`config.mk`:
```
export PLATFORM = sky130hd
export DESIGN_NAME = pwm_capture
export DESIGN_NICKNAME = d
export VERILOG_FILES = /design/src/rtl/pwm_pkg.sv /design/src/rtl/pwm_duty_div.sv /design/src/rtl/pwm_capture.sv
export SDC_FILE = /design/constraint.sdc
export NUM_CORES = 1
export LEC_CHECK = 0
export CORE_UTILIZATION = 55
export CTS_CLUSTER_DIAMETER = 120
export DETAILED_ROUTE_END_ITERATION = 12
export PLACE_DENSITY = 0.79
export SYNTH_ARGS = -nofsm -noshare
export SYNTH_HDL_FRONTEND = slang
export SYNTH_SLANG_ARGS = --single-unit
```
`constraint.sdc`:
```
create_clock -name clk -period 9.9 [get_ports clk]
set_input_delay 1.485 -clock clk [delete_from_list [all_inputs] [get_ports clk]]
set_output_delay 1.485 -clock clk [all_outputs]
set_load 0.005 [all_outputs]
```
`src/rtl/pwm_pkg.sv`:
```
// Shared constants and FSM state type for the PWM capture block.
package pwm_pkg;

   localparam int unsigned DUTY_W = 7;
   localparam logic [DUTY_W-1:0] PCT_SCALE = 7'd100;
   localparam int unsigned DIV_ITER = 7;

   typedef enum logic [1:0] {IDLE, MEAS, DIV} state_e;

endpackage

```
`src/rtl/pwm_duty_div.sv`:
```
// Restoring divider: q = floor(h * 100 / p), 1 load cycle + 7 iterate cycles.
module pwm_duty_div
   import pwm_pkg::*;
#(
   parameter int unsigned CNT_W = 16
) (
   input  logic              clk,
   input  logic              reset,
   input  logic              start,
   input  logic [CNT_W-1:0]  h,
   input  logic [CNT_W-1:0]  p,
   output logic              busy,
   output logic              done,
   output logic [DUTY_W-1:0] q
);

   localparam int unsigned DW = CNT_W + DUTY_W;
   localparam logic [2:0] LAST = 3'(DIV_ITER);

   logic [DW-1:0]     dividend;
   logic [CNT_W-1:0]  rem_q;
   logic [CNT_W-1:0]  dvs_q;
   logic [DUTY_W-1:0] quo_q;
   logic [2:0]        iter_q;
   logic              busy_q;
   logic [CNT_W:0]    trial;
   logic              ge;
   logic [CNT_W-1:0]  diff;

   always_comb begin
      dividend = DW'(h) * DW'(PCT_SCALE);
      trial    = {rem_q, quo_q[DUTY_W-1]};
      ge       = trial >= {1'b0, dvs_q};
      // rem < p always holds, so the true difference fits in CNT_W bits
      diff     = trial[CNT_W-1:0] - dvs_q;
   end

   always_ff @(posedge clk or negedge reset) begin
      if (!reset) begin
         rem_q  <= '0;
         dvs_q  <= '0;
         quo_q  <= '0;
         iter_q <= '0;
         busy_q <= 1'b0;
      end else if (start) begin
         // h <= p bounds the quotient below 128, so the top bits start below p
         rem_q  <= dividend[DW-1:DUTY_W];
         quo_q  <= dividend[DUTY_W-1:0];
         dvs_q  <= p;
         iter_q <= '0;
         busy_q <= 1'b1;
      end else if (busy_q) begin
         if (iter_q == LAST) begin
            busy_q <= 1'b0;
         end else begin
            rem_q  <= ge ? diff : trial[CNT_W-1:0];
            quo_q  <= {quo_q[DUTY_W-2:0], ge};
            iter_q <= iter_q + 3'd1;
         end
      end
   end

   assign busy = busy_q;
   assign done = busy_q && (iter_q == LAST);
   assign q    = quo_q;

endmodule

```
`src/rtl/pwm_capture.sv`:
```
// Measures period, high time and duty cycle of an asynchronous PWM input,
// with stuck-input detection via a rising-edge timeout.
module pwm_capture
   import pwm_pkg::*;
#(
   parameter int unsigned CNT_W   = 16,
   parameter int unsigned TIMEOUT = 65535
) (
   input  logic              clk,
   input  logic              reset,
   input  logic              pwm_in,
   output logic [DUTY_W-1:0] duty_pct,
   output logic              duty_valid,
   output logic [CNT_W-1:0]  period_out,
   output logic [CNT_W-1:0]  high_out,
   output logic              stuck,
   output logic              overrun,
   output logic              busy
);

   localparam logic [CNT_W-1:0] TMO = CNT_W'(TIMEOUT);
   localparam logic [CNT_W-1:0] ONE = CNT_W'(1);

   logic [1:0]        rst_sync_q;
   logic              rst_n;
   logic              pwm_meta_q, pwm_sync_q, pwm_hist_q;
   logic              rise;
   logic [CNT_W-1:0]  per_q, per_d, per_inc;
   logic [CNT_W-1:0]  hi_q, hi_d, hi_inc;
   logic              timeout_hit;
   state_e            state_q;
   logic              stuck_seen_q;
   logic              discard_q;
   logic [CNT_W-1:0]  p_lat_q, h_lat_q;
   logic              div_start, div_done, div_busy;
   logic [DUTY_W-1:0] div_quot;

   always_ff @(posedge clk or negedge reset) begin
      if (!reset) rst_sync_q <= '0;
      else        rst_sync_q <= {rst_sync_q[0], 1'b1};
   end
   assign rst_n = rst_sync_q[1];

   assign rise = pwm_sync_q & ~pwm_hist_q;

   always_comb begin
      per_inc     = (per_q == TMO) ? per_q : per_q + ONE;
      hi_inc      = (pwm_sync_q && hi_q != TMO) ? hi_q + ONE : hi_q;
      // One report per stuck episode; a rise always takes priority
      timeout_hit = (per_inc == TMO) && !rise && (state_q != DIV) && !stuck_seen_q;
      per_d       = per_inc;
      hi_d        = hi_inc;
      if (rise) begin
         per_d = ONE;
         hi_d  = ONE;
      end else if (timeout_hit) begin
         per_d = '0;
         hi_d  = '0;
      end
   end

   always_ff @(posedge clk or negedge rst_n) begin
      if (!rst_n) begin
         pwm_meta_q <= 1'b0;
         pwm_sync_q <= 1'b0;
         pwm_hist_q <= 1'b0;
         per_q      <= '0;
         hi_q       <= '0;
      end else begin
         pwm_meta_q <= pwm_in;
         pwm_sync_q <= pwm_meta_q;
         pwm_hist_q <= pwm_sync_q;
         per_q      <= per_d;
         hi_q       <= hi_d;
      end
   end

   assign div_start = (state_q == MEAS) && rise;

   always_ff @(posedge clk or negedge rst_n) begin
      if (!rst_n) begin
         state_q      <= IDLE;
         stuck_seen_q <= 1'b0;
         discard_q    <= 1'b0;
         p_lat_q      <= '0;
         h_lat_q      <= '0;
         duty_pct     <= '0;
         duty_valid   <= 1'b0;
         period_out   <= '0;
         high_out     <= '0;
         stuck        <= 1'b0;
         overrun      <= 1'b0;
      end else begin
         duty_valid <= 1'b0;
         if (rise) stuck_seen_q <= 1'b0;
         if (timeout_hit) begin
            duty_valid   <= 1'b1;
            duty_pct     <= pwm_sync_q ? PCT_SCALE : '0;
            period_out   <= '0;
            high_out     <= '0;
            stuck        <= 1'b1;
            stuck_seen_q <= 1'b1;
         end
         case (state_q)
            IDLE: begin
               if (rise) state_q <= MEAS;
            end
            MEAS: begin
               if (rise) begin
                  p_lat_q <= per_q;
                  h_lat_q <= hi_q;
                  state_q <= DIV;
               end else if (timeout_hit) begin
                  state_q <= IDLE;
               end
            end
            DIV: begin
               // A period shorter than the divide discards the result in flight
               if (rise) begin
                  overrun   <= 1'b1;
                  discard_q <= 1'b1;
               end
               if (div_done) begin
                  state_q   <= MEAS;
                  discard_q <= 1'b0;
                  if (!discard_q && !rise) begin
                     duty_valid <= 1'b1;
                     duty_pct   <= div_quot;
                     period_out <= p_lat_q;
                     high_out   <= h_lat_q;
                     stuck      <= 1'b0;
                  end
               end
            end
            default: state_q <= IDLE;
         endcase
      end
   end

   pwm_duty_div #(
      .CNT_W (CNT_W)
   ) u_div (
      .clk   (clk),
      .reset (rst_n),
      .start (div_start),
      .h     (hi_q),
      .p     (per_q),
      .busy  (div_busy),
      .done  (div_done),
      .q     (div_quot)
   );

   assign busy = div_busy;

endmodule
```
Word level (Yosys, flattened, before mapping)
Index checks and enable logic that the tools add are counted.
{"block": "totals", "reg_bits": 158, "in_bits": 3, "output_inout_bits": 43, "word_cells": 110}
{"block": "op_classes", "add_sub_neg": 4, "mul": 1, "n_lt_le_gt_ge": 1, "eq_ne": 11, "n_mux": 49, "bitwise_logic": 2, "reduce_logical": 20}
{"operator": "2-to-1 mux 16 bit", "count": 18}
{"operator": "2-to-1 mux 7 bit", "count": 8}
{"operator": "adder 16 x 1 -> 16 bit, second input constant", "count": 2}
{"operator": "== test 16 bit, second input constant", "count": 2}
{"operator": "multiplier 16 x 5 -> 21 bit, second input constant", "count": 1}
{"operator": ">= comparator 17 x 16 -> 1 bit", "count": 1}
{"operator": "inequality test 16 bit, second input constant", "count": 1}
{"operator": "subtractor 16 bit", "count": 1}
{"operator": "2-to-1 mux 1 bit", "count": 15}
{"operator": "2-to-1 mux 3 bit", "count": 3}
{"operator": "2-to-1 mux 2 bit", "count": 4}
{"operator": "inequality test 2 bit, second input constant", "count": 4}
{"operator": "AND reduction 2 bit", "count": 4}
{"operator": "logical AND 1 bit", "count": 7}
{"operator": "one-hot mux 2 bit (3 select lines)", "count": 1}
{"operator": "nonzero test 2 bit", "count": 3}
{"operator": "adder 3 x 1 -> 3 bit, second input constant", "count": 1}
{"operator": "== test 3 bit, second input constant", "count": 1}
{"operator": "zero test 1 bit", "count": 3}
{"operator": "inequality test 3 bit, second input constant", "count": 1}
{"operator": "AND reduction 3 bit", "count": 1}
{"operator": "nonzero test 3 bit", "count": 1}
{"operator": "== test 2 x 1 -> 1 bit, second input constant", "count": 1}
{"operator": "== test 2 bit, second input constant", "count": 1}
{"operator": "3 further kinds", "count": 3}

Longest topological paths before layout
Gate-level depths: netlist (run 1).
{"block": "depth", "word_depth": 10, "depth_mapped": 13, "ltp_nobuf": 13}

Hierarchy
A second synthesis (run 1) with hierarchy kept.
{"block": "unflattened", "cells_unflattened": 968, "hier_area_um2": 9364.0}
{"mod": "pwm_capture", "instances": 1, "cells_per_inst": 471, "area_per_inst_um2": 5042.3, "seq_area_each_um2": 2877.8}
{"mod": "pwm_duty_div", "instances": 1, "cells_per_inst": 497, "area_per_inst_um2": 4321.6, "seq_area_each_um2": 1076.0}

Least setup slack after synthesis (run 1)
Ideal clock, no wire load.
{"block": "synth_timing", "path_type": "reg-to-reg", "from": "register hi_q[6]", "to": "register u_div.rem_q[14]", "setup_ns": 0.133, "arrival_time_ns": 3.166, "required_time_ns": 9.767, "setup_slack_ns": 6.601, "path_stages_with_launch": 14, "path_buffers": 0, "synth_period_minus_slack_ns": 3.299, "cell_sequence": "dfrtp_1 ha_1 ha_1 inv_1 fa_1 inv_1 ha_1 or3_1 o221ai_1 nor3_1 nor4_1 o21ai_0 xnor2_1 a2bb2oi_1"}
{"block": "synth_via", "elab_chain_len": 2}
{"element": "start, declared", "line_no": "pwm_capture.sv:29", "rtl": "logic [CNT_W-1:0] hi_q, hi_d, hi_inc;"}
{"element": "start signal, assigned", "line_no": "pwm_capture.sv:74", "rtl": "hi_q <= hi_d;"}
{"element": "multiplier 16 x 5 -> 21 bit", "line_no": "pwm_duty_div.sv:31", "rtl": "dividend = DW'(h) * DW'(PCT_SCALE);"}
{"element": "2-to-1 mux 16 bit", "line_no": "pwm_duty_div.sv:45", "rtl": "end else if (start) begin"}
{"element": "end signal, assigned", "line_no": "pwm_duty_div.sv:47", "rtl": "rem_q <= dividend[DW-1:DUTY_W];"}
{"element": "end signal, assigned", "line_no": "pwm_duty_div.sv:56", "rtl": "rem_q <= ge ? diff : trial[CNT_W-1:0];"}
{"element": "end, declared", "line_no": "pwm_duty_div.sv:21", "rtl": "logic [CNT_W-1:0] rem_q;"}
No other way between the ends.
A chain may end at the register's enable or synchronous reset.

Final worst setup path (run 1)
{"block": "layout_timing", "from": "register per_q[0]", "to": "register high_out[9]"}
{"block": "layout_via", "elab_chain_len": 10, "elab_cells_between_ends": 11, "cone_classes": "1 x add/sub; 2 x eq/ne; 5 x mux; 3 x reduce/logical"}
{"element": "start, declared", "line_no": "pwm_capture.sv:28", "rtl": "logic [CNT_W-1:0] per_q, per_d, per_inc;"}
{"element": "start signal, assigned", "line_no": "pwm_capture.sv:73", "rtl": "per_q <= per_d;"}
{"element": "adder 16 x 1 -> 16 bit or == test 16 bit (tied branches)", "line_no": "pwm_capture.sv:47", "rtl": "per_inc = (per_q == TMO) ? per_q : per_q + ONE;"}
{"element": "2-to-1 mux 16 bit (*)", "line_no": "pwm_capture.sv:47"}
{"element": "== test 16 bit (*)", "line_no": "pwm_capture.sv:50", "rtl": "timeout_hit = (per_inc == TMO) && !rise && (state_q != DIV) && !stuck_seen_q;"}
{"element": "logical AND 1 bit (*) (3 in series)", "line_no": "pwm_capture.sv:50"}
{"element": "2-to-1 mux 16 bit (*)", "line_no": "pwm_capture.sv:96", "rtl": "if (timeout_hit) begin"}
{"element": "2-to-1 mux 16 bit", "line_no": "pwm_capture.sv:126", "rtl": "if (!discard_q && !rise) begin"}
{"element": "2-to-1 mux 16 bit", "line_no": "pwm_capture.sv:123", "rtl": "if (div_done) begin"}
{"element": "2-to-1 mux 16 bit (*)", "line_no": "pwm_capture.sv:104", "rtl": "case (state_q)"}
{"element": "end signal, assigned", "line_no": "pwm_capture.sv:130", "rtl": "high_out <= h_lat_q;"}
{"element": "end, declared", "line_no": "pwm_capture.sv:15", "rtl": "output logic [CNT_W-1:0] high_out,"}
Mark *: on every way between the ends. The rest lies on a longest branch, timed or not.

==> results.ini, run 1 <==
[min_path]
hp-class = reg2async

[global_routing]
grt_use_total = 0.261
grt_pass1_wl_mm = 33.0
grt_antenna_before_repair = 0
grt_pass1_vias = 6734
grt_overflow_total = 0
grt_max_degree = 61

[timing]
fmax_mhz = 263
slew_headroom = 0.315
fin_crit_ps = 3800
worst_pin_slew_ps = 1030
clock_skew_ps = 8.46
hold_viol = 0
slew_viol_final = 0
tns_ps = 0
setup_ws_ps = 6100
rsz0062_at_grt = no
fin_crit_sh = 0.384
finalSetupViolCount = 0

[routing]
top_layer = met4
antenna_left = 0
first_pass_iters = 5
wl_met1_mm = 8.94
wl_met2_mm = 9.88
vias = 6917
met3_length_um = 831
viasPerCell = 5.77
drc = 0
wire_per_inst_um = 16.6
routed_wl_mm = 19.9
drtIter0Drc = 449

[yosys]
syn_nets = 1034
synth_top_flop_cell = dfrtp_1
ys_seq_area_frac = 0.413
synth_edf_count = 0
postSynthCellCount = 946
ys_ff_latch = 142
synthArstFlopShare = 1.00
yosysUniqueCellTypes = 66
ys_warn_count = 0
avgSynthCellArea_um2 = 9.10
netlist_area_um2 = 8610

[power]
finalPower_uw = 2320
ir_drop_uv = 179
p_per_area_nw_per_um2 = 236
power_leakage_uw = 0.00461

[worst_setup_path]
critical_path.top_delay_family = simple AND/OR/NAND/NOR gates
r2r_end = high_out[9]$_DFF_PN0_
setup.worst_path.class = reg2reg
r2r-start = per_q[0]$_DFF_PN0_
required_ps = 10170
cp-start-kind = flip-flop
r2r_cells = 8
cp_slowest_cell = nor4_4
cp_max_fo = 45
worstPathCellList = ha_1 -> nand3_2 -> nor4_4 -> mux2_2 -> or4_1 -> or4_4 -> nor2_8 -> o21ai_0
crit_path_end_kind = flip-flop
arrival_ps = 4070
r2r_slack_ps = 6100
worst_path_largest_cell_delay_ps = 620
path_buf_inv = 0

[floorplan]
die_w_um = 127
boundaryPins = 46
dieArea_um2 = 16200
rows = 45
core_um2 = 15300
die_h_um = 127
initial_utilization = 0.564

[finish]
num_antenna_cells = 0
nets = 1064
nFillCells = 1265
syn2layout_area_growth_pct = 14.7
final_core_utilization = 0.647
final_cell_area_um2 = 9870
drive_above_1_share = 0.0628

[flow_run]
drv_cap = 0

[placement]
dp_slack_ps = 6140
gp_congestion = 0.902
dpl_cell_area_um2 = 9220
port_buffers = 45
place_hpwl_mm = 13.9

[clock_network]
htreeDepth = 4
cts_buffer_depth = 2
cts_tree = done
numCtsBuffers = 17
holdBufCountCts = 0
cts_resized = 0
clk-insertion-delay-late_ps = 430
cts_sinks = 142
post_cts_buffers = 0
clkSlewWorstSetupHoldPaths_ps = 60
cts_root_buffer = clkbuf_16

[run_status]
status = finished clean

## layout by cell type (no fill, tap or decap), types with 4 or more instances in the layout
master / netlist / layout
a211oi_1: 11 / 11
a21o_1: 8 / 8
a21oi_1: 35 / 35
a31oi_1: 10 / 10
and3_1: 8 / 8
buf_4: 4 / 7
bufinv_16: 0 / 5
clkbuf_16: 0 / 17
clkdlybuf4s50_1: 0 / 45
dfrtp_1: 142 / 141
fa_1: 12 / 12
ha_1: 73 / 73
inv_1: 69 / 69
mux2i_1: 16 / 16
nand2_1: 157 / 157
nand2b_1: 10 / 10
nand3_1: 21 / 21
nand3b_1: 4 / 4
nand4_1: 15 / 15
nor2_1: 54 / 53
nor2b_1: 7 / 7
nor3_1: 21 / 20
nor4_1: 8 / 8
o21a_1: 7 / 7
o21ai_0: 82 / 82
o21bai_1: 5 / 5
o22ai_1: 17 / 17
or2_2: 5 / 5
or3_1: 12 / 11
xnor2_1: 28 / 28
xor2_1: 15 / 15
## synthesized netlist by cell type, types with 3 or more instances
cell type	n	area, um2
a211oi_1	11	82.6
a21o_1	8	60.1
a21oi_1	35	175
a31oi_1	10	62.6
and3_1	8	50.1
buf_1	3	11.3
buf_2	8	40.0
buf_4	4	30.0
clkbuf_1	26	97.6
dfrtp_1	142	3550
fa_1	12	240
ha_1	73	913
inv_1	69	259
mux2_2	3	33.8
mux2i_1	16	160
nand2_1	157	589
nand2b_1	10	62.6
nand3_1	21	105
nand3b_1	4	30.0
nand4_1	15	93.8
nor2_1	54	203
nor2b_1	7	43.8
nor3_1	21	105
nor3b_1	3	22.5
nor4_1	8	50.1
o211ai_1	3	22.5
o21a_1	7	52.6
o21ai_0	82	410
o21ai_1	4	20.0
o21bai_1	5	37.5
o22ai_1	17	106
o31ai_1	3	22.5
or2_2	5	31.3
or3_1	12	75.1
or4_1	3	22.5
xnor2_1	28	245
xor2_1	15	131
## flip-flops by register name, indices dropped and copies added, names as in the netlist, 2 cells and up
register,cells
h_lat_q,16
hi_q,16
high_out,16
p_lat_q,16
per_q,16
period_out,16
u_div.rem_q,16
duty_pct,7
u_div.q,7
u_div.iter_q,3
rst_sync_q,2
state_q,2
## final cells by class
cell class	instances	area, um2	area share
clock buffer	19	443	0.0449
timing repair buffer	52	503	0.0510
inverter	69	259	0.0262
sequential	142	3560	0.361
clock inverter	12	209	0.0212
tap	211	264	0.0268
multi-input combinational	694	4630	0.469
## kinds of logic after synthesis
family | after synthesis | share of synthesized area
simple gates | 338 | 0.187
buf+inv | 110 | 0.0509
other cells | 1 | 0.000436
flops | 142 | 0.413
compound gates | 208 | 0.148
fa+ha+maj | 85 | 0.134
xor+xnor | 43 | 0.0438
mux | 19 | 0.0225
## layer usage
layer / global-route usage / up-vias
li1: - / 3341
met1: 0.342 / 3390
met2: 0.443 / 161
met3: 0.0406 / 25
met4: 0.0861 / 0
met5: 0 / -
## worst register-to-register path: stages (launching register included)
cell	delay, ps
dfrtp_1	470
ha_1	270
nand3_2	230
nor4_4	620
mux2_2	410
or4_1	400
or4_4	490
nor2_8	540
o21ai_0	230
## how the worst max path moves through the flow
stage / start / end / slack [ps] / depth (start not counted)
after detailed placement: per_q[0]$_DFF_PN0_ / high_out[14]$_DFF_PN0_ / 6140 / 8
final: per_q[0]$_DFF_PN0_ / high_out[9]$_DFF_PN0_ / 6100 / 8
after CTS: per_q[0]$_DFF_PN0_ / high_out[9]$_DFF_PN0_ / 6100 / 8
after floorplan: rst_sync_q[1]$_DFF_PN0_ / discard_q$_DFFE_PN0P_ / 5650 / 0
after global routing: per_q[0]$_DFF_PN0_ / per_q[0]$_DFF_PN0_ / 5810 / 8
after global placement: per_q[0]$_DFF_PN0_ / high_out[14]$_DFF_PN0_ / 6260 / 8
## through the flow
stage	cells	hold WS [ps]
after floorplan	946	331
after global placement	1168	305
after detailed placement	1168	310
after CTS	1199	315
after global routing	1199	349
final	1199	296
## power by group
part           internal [uW]  switching (uW)
registers                683            94.1
logic                    356             477
clock network            455             259
total                   1490             830
Power figures use the tool's default switching activity.
==> run 2: changes to the inputs <==
--- a/config.mk
+++ b/config.mk
@@ -8,7 +8,7 @@
 export CORE_UTILIZATION = 55
 export CTS_CLUSTER_DIAMETER = 120
 export DETAILED_ROUTE_END_ITERATION = 12
-export PLACE_DENSITY = 0.79
+export PLACE_DENSITY = 0.82
 export SYNTH_ARGS = -nofsm -noshare
 export SYNTH_HDL_FRONTEND = slang
 export SYNTH_SLANG_ARGS = --single-unit
==> constraint.sdc (replaced) <==
create_clock -name clk -period 3.3 [get_ports clk]
set_input_delay 0.495 -clock clk [delete_from_list [all_inputs] [get_ports clk]]
set_output_delay 0.495 -clock clk [all_outputs]
set_load 0.005 [all_outputs]
==> run 2 against run 1 <==
  * The flow now finishes with violations (negative setup slack)
  * Die area stayed put
  * Global-route usage is 1.7 points higher
  * Hold slack worse by 84 ps
  * Via count is 7.4% higher
  * Design area is 5.8% higher
  * Sequential cell count stayed put
  * Total power grew to 3.1 times the previous value
  * Worst setup slack worse by 6100 ps
  * Wire length is 11% higher
  * Sequential power grew to 3.0 times the previous value
  * First-iteration DRC count is 52% higher
==> results.ini, run 2 (same netlist as run 1, synthesis figures left out) <==
[clock_network]
htreeDepth = 4  ; unchanged
clkSlewWorstSetupHoldPaths_ps = 70  ; about the same
cts_root_buffer = clkbuf_16
numCtsBuffers = 17  ; unchanged
cts_sinks = 142  ; unchanged
cts_buffer_depth = 2  ; unchanged
cts_tree = done
holdBufCountCts = 0  ; unchanged
clk-insertion-delay-late_ps = 440  ; about the same

[power]
p_per_area_nw_per_um2 = 680  ; +190%
ir_drop_uv = 544  ; +200%
power_leakage_uw = 0.00481  ; +4.3%

[finish]
regArea_um2 = 3560  ; about the same
final_cell_area_um2 = 10400  ; +5.8%
drive_above_1_share = 0.136  ; +0.0728
syn2layout_area_growth_pct = 21.3
mostFrequentLayoutCells = nand2_1, dfrtp_1, o21ai_0
final_common_cell = nand2_1
multi_input_area_um2 = 4860  ; +4.9%
num_antenna_cells = 0  ; unchanged
nFillCells = 1092  ; -14%
nets = 1108  ; +4.1%

[timing]
fin_crit_sh = 1.01  ; +0.627
slew_headroom = 0.445  ; +0.130
slew_viol_final = 0  ; unchanged
fmax_mhz = 300  ; +14%
setup_ws_ps = -34.7  ; -6140 ps
worst_pin_slew_ps = 833  ; -195 ps
clock_skew_ps = 10.3  ; +1.88 ps
finalSetupViolCount = 1  ; +1
fin_crit_ps = 3330  ; -463 ps
hold_viol = 0  ; unchanged

[min_path]
hp-class = in2async

[placement]
port_buffers = 45  ; unchanged
dpl_cell_area_um2 = 9540  ; +3.5%
gp_congestion = 0.882  ; -2.2%
place_hpwl_mm = 14.7  ; +6.0%
dp_slack_ps = -103  ; -6240 ps

[worst_setup_path]
crit_path_end_kind = flip-flop
setup.worst_path.class = reg2reg
critical_path.top_delay_family = adder cells
cp_slowest_cell = fa_1
path_buf_inv = 5  ; +5
cp-start-kind = flip-flop
worstPathCellList = ha_1 -> ha_4 -> inv_2 -> fa_1 -> inv_2 -> ha_4 -> buf_4 -> o21a_1 -> buf_4 -> o221ai_2 -> buf_4 -> o21bai_1 -> a21oi_1 -> xnor2_1 -> a21oi_1 -> o21ai_0
cp_max_fo = 4  ; -91%
r2r_slack_ps = -30  ; -6140 ps
worst_path_largest_cell_delay_ps = 480  ; -140 ps
cpMostUsedCell = buf_4
arrival_ps = 3650  ; -420 ps
required_ps = 3610  ; -6560 ps

[global_routing]
grt_overflow_total = 0  ; unchanged
grt_use_total = 0.278  ; +0.0175
grt_pass1_vias = 7173  ; +6.5%
grt_max_degree = 94  ; +54%
grt_pass1_wl_mm = 35.3  ; +6.9%
grt_antenna_before_repair = 0  ; unchanged

[floorplan]
die_w_um = 127  ; unchanged
initial_utilization = 0.564  ; unchanged
core_um2 = 15300  ; unchanged
dieArea_um2 = 16200  ; unchanged
rows = 45  ; unchanged
die_h_um = 127  ; unchanged
boundaryPins = 46  ; unchanged

[run_status]
status = finished with violations
violations = negative setup slack

[routing]
routed_wl_mm = 22.2  ; +11%
vias = 7428  ; +7.4%
drc = 0  ; unchanged
drtIter0Drc = 684  ; +52%
first_pass_iters = 5  ; unchanged
wire_per_inst_um = 17.9  ; +7.4%
viasPerCell = 5.97  ; +3.5%
antenna_left = 0  ; unchanged

[flow_run]
drv_cap = 0  ; unchanged

==> run 2: cell count changes in the layout (fill, tap and decap cells not counted), moves of 3 or more <==
cell and change:
inv_8 +3, buf_4 +41, o21ai_2 +3, buf_12 +3
o21ai_1 +5, a21oi_1 -3, inv_6 +3, ha_4 +11
ha_1 -13, a21oi_2 +3, o21ai_0 -8
==> run 2: worst reg2reg max path, delay by kind of cell (launching register included) <==
kind / cells / cell delay [ps]
AO/OA/AOI/OAI: 6 / 910
XOR/XNOR: 1 / 140
adder cells (fa/ha/maj): 4 / 1200
buffers and inverters: 5 / 530
flip-flops: 1 / 420
==> run 2: repair_timing <==
item / in CTS / in global routing
gates resized for setup: 5 / 40
setup buffers: 0 / 6
pin swaps: 3 / 20
setup endpoints to repair: 6 / 10
==> run 2: worst paths after layout <==
check,endpoint,from,cells after the start
max reg2reg,u_div.rem_q[8]$_DFFE_PN0P_,hi_q[4]$_DFFE_PN0P_,16
max in group asynchronous,period_out[12]$_DFF_PN0_,rst_sync_q[1]$_DFF_PN0_,1
min in group clk,rst_sync_q[1]$_DFF_PN0_,rst_sync_q[0]$_DFF_PN0_,0
min,rst_sync_q[1]$_DFF_PN0_,reset,1
min reg2reg,u_div.rem_q[15]$_DFFE_PN0P_,rst_sync_q[1]$_DFF_PN0_,0
max,u_div.rem_q[8]$_DFFE_PN0P_,hi_q[4]$_DFFE_PN0P_,16
==> run 2: area by class of cell <==
type,count,share of cell area
Clock buffer,17,0.0408
Tap cell,211,0.0253
Sequential cell,142,0.341
Inverter,69,0.0248
Timing Repair Buffer,96,0.0834
Multi-Input combinational cell,694,0.466
Clock inverter,15,0.0189
==> run 2: report_power, final <==
| group | internal (uW) | leakage, uW | total, uW | switching (uW) |
|---|---|---|---|---|
| Combinational | 1170 | 0.00261 | 2720 | 1550 |
| Sequential | 2050 | 0.00189 | 2330 | 282 |
| Clock | 1220 | 0.000305 | 2050 | 835 |
| Total | 4440 | 0.00481 | 7100 | 2670 |
==> run 2: layer usage <==
metal / wire length (um) / global-route usage
met1: 9180 / 0.353
met2: 11200 / 0.462
met3: 1220 / 0.0590
met4: 646 / 0.120
met5: 0 / 0
==> run 2: per-stage QoR <==
step	cells	TNS (ps)	util	total power, uW	hold slack (ps)
after global placement	1206	0	0.625	4820	337
after CTS	1238	0	0.667	6980	213
after global routing	1244	-295	0.684	7520	208
final	1244	-34.7	0.684	7100	213
after floorplan	946	0	-	4180	199
after detailed placement	1206	-380	0.625	4900	336
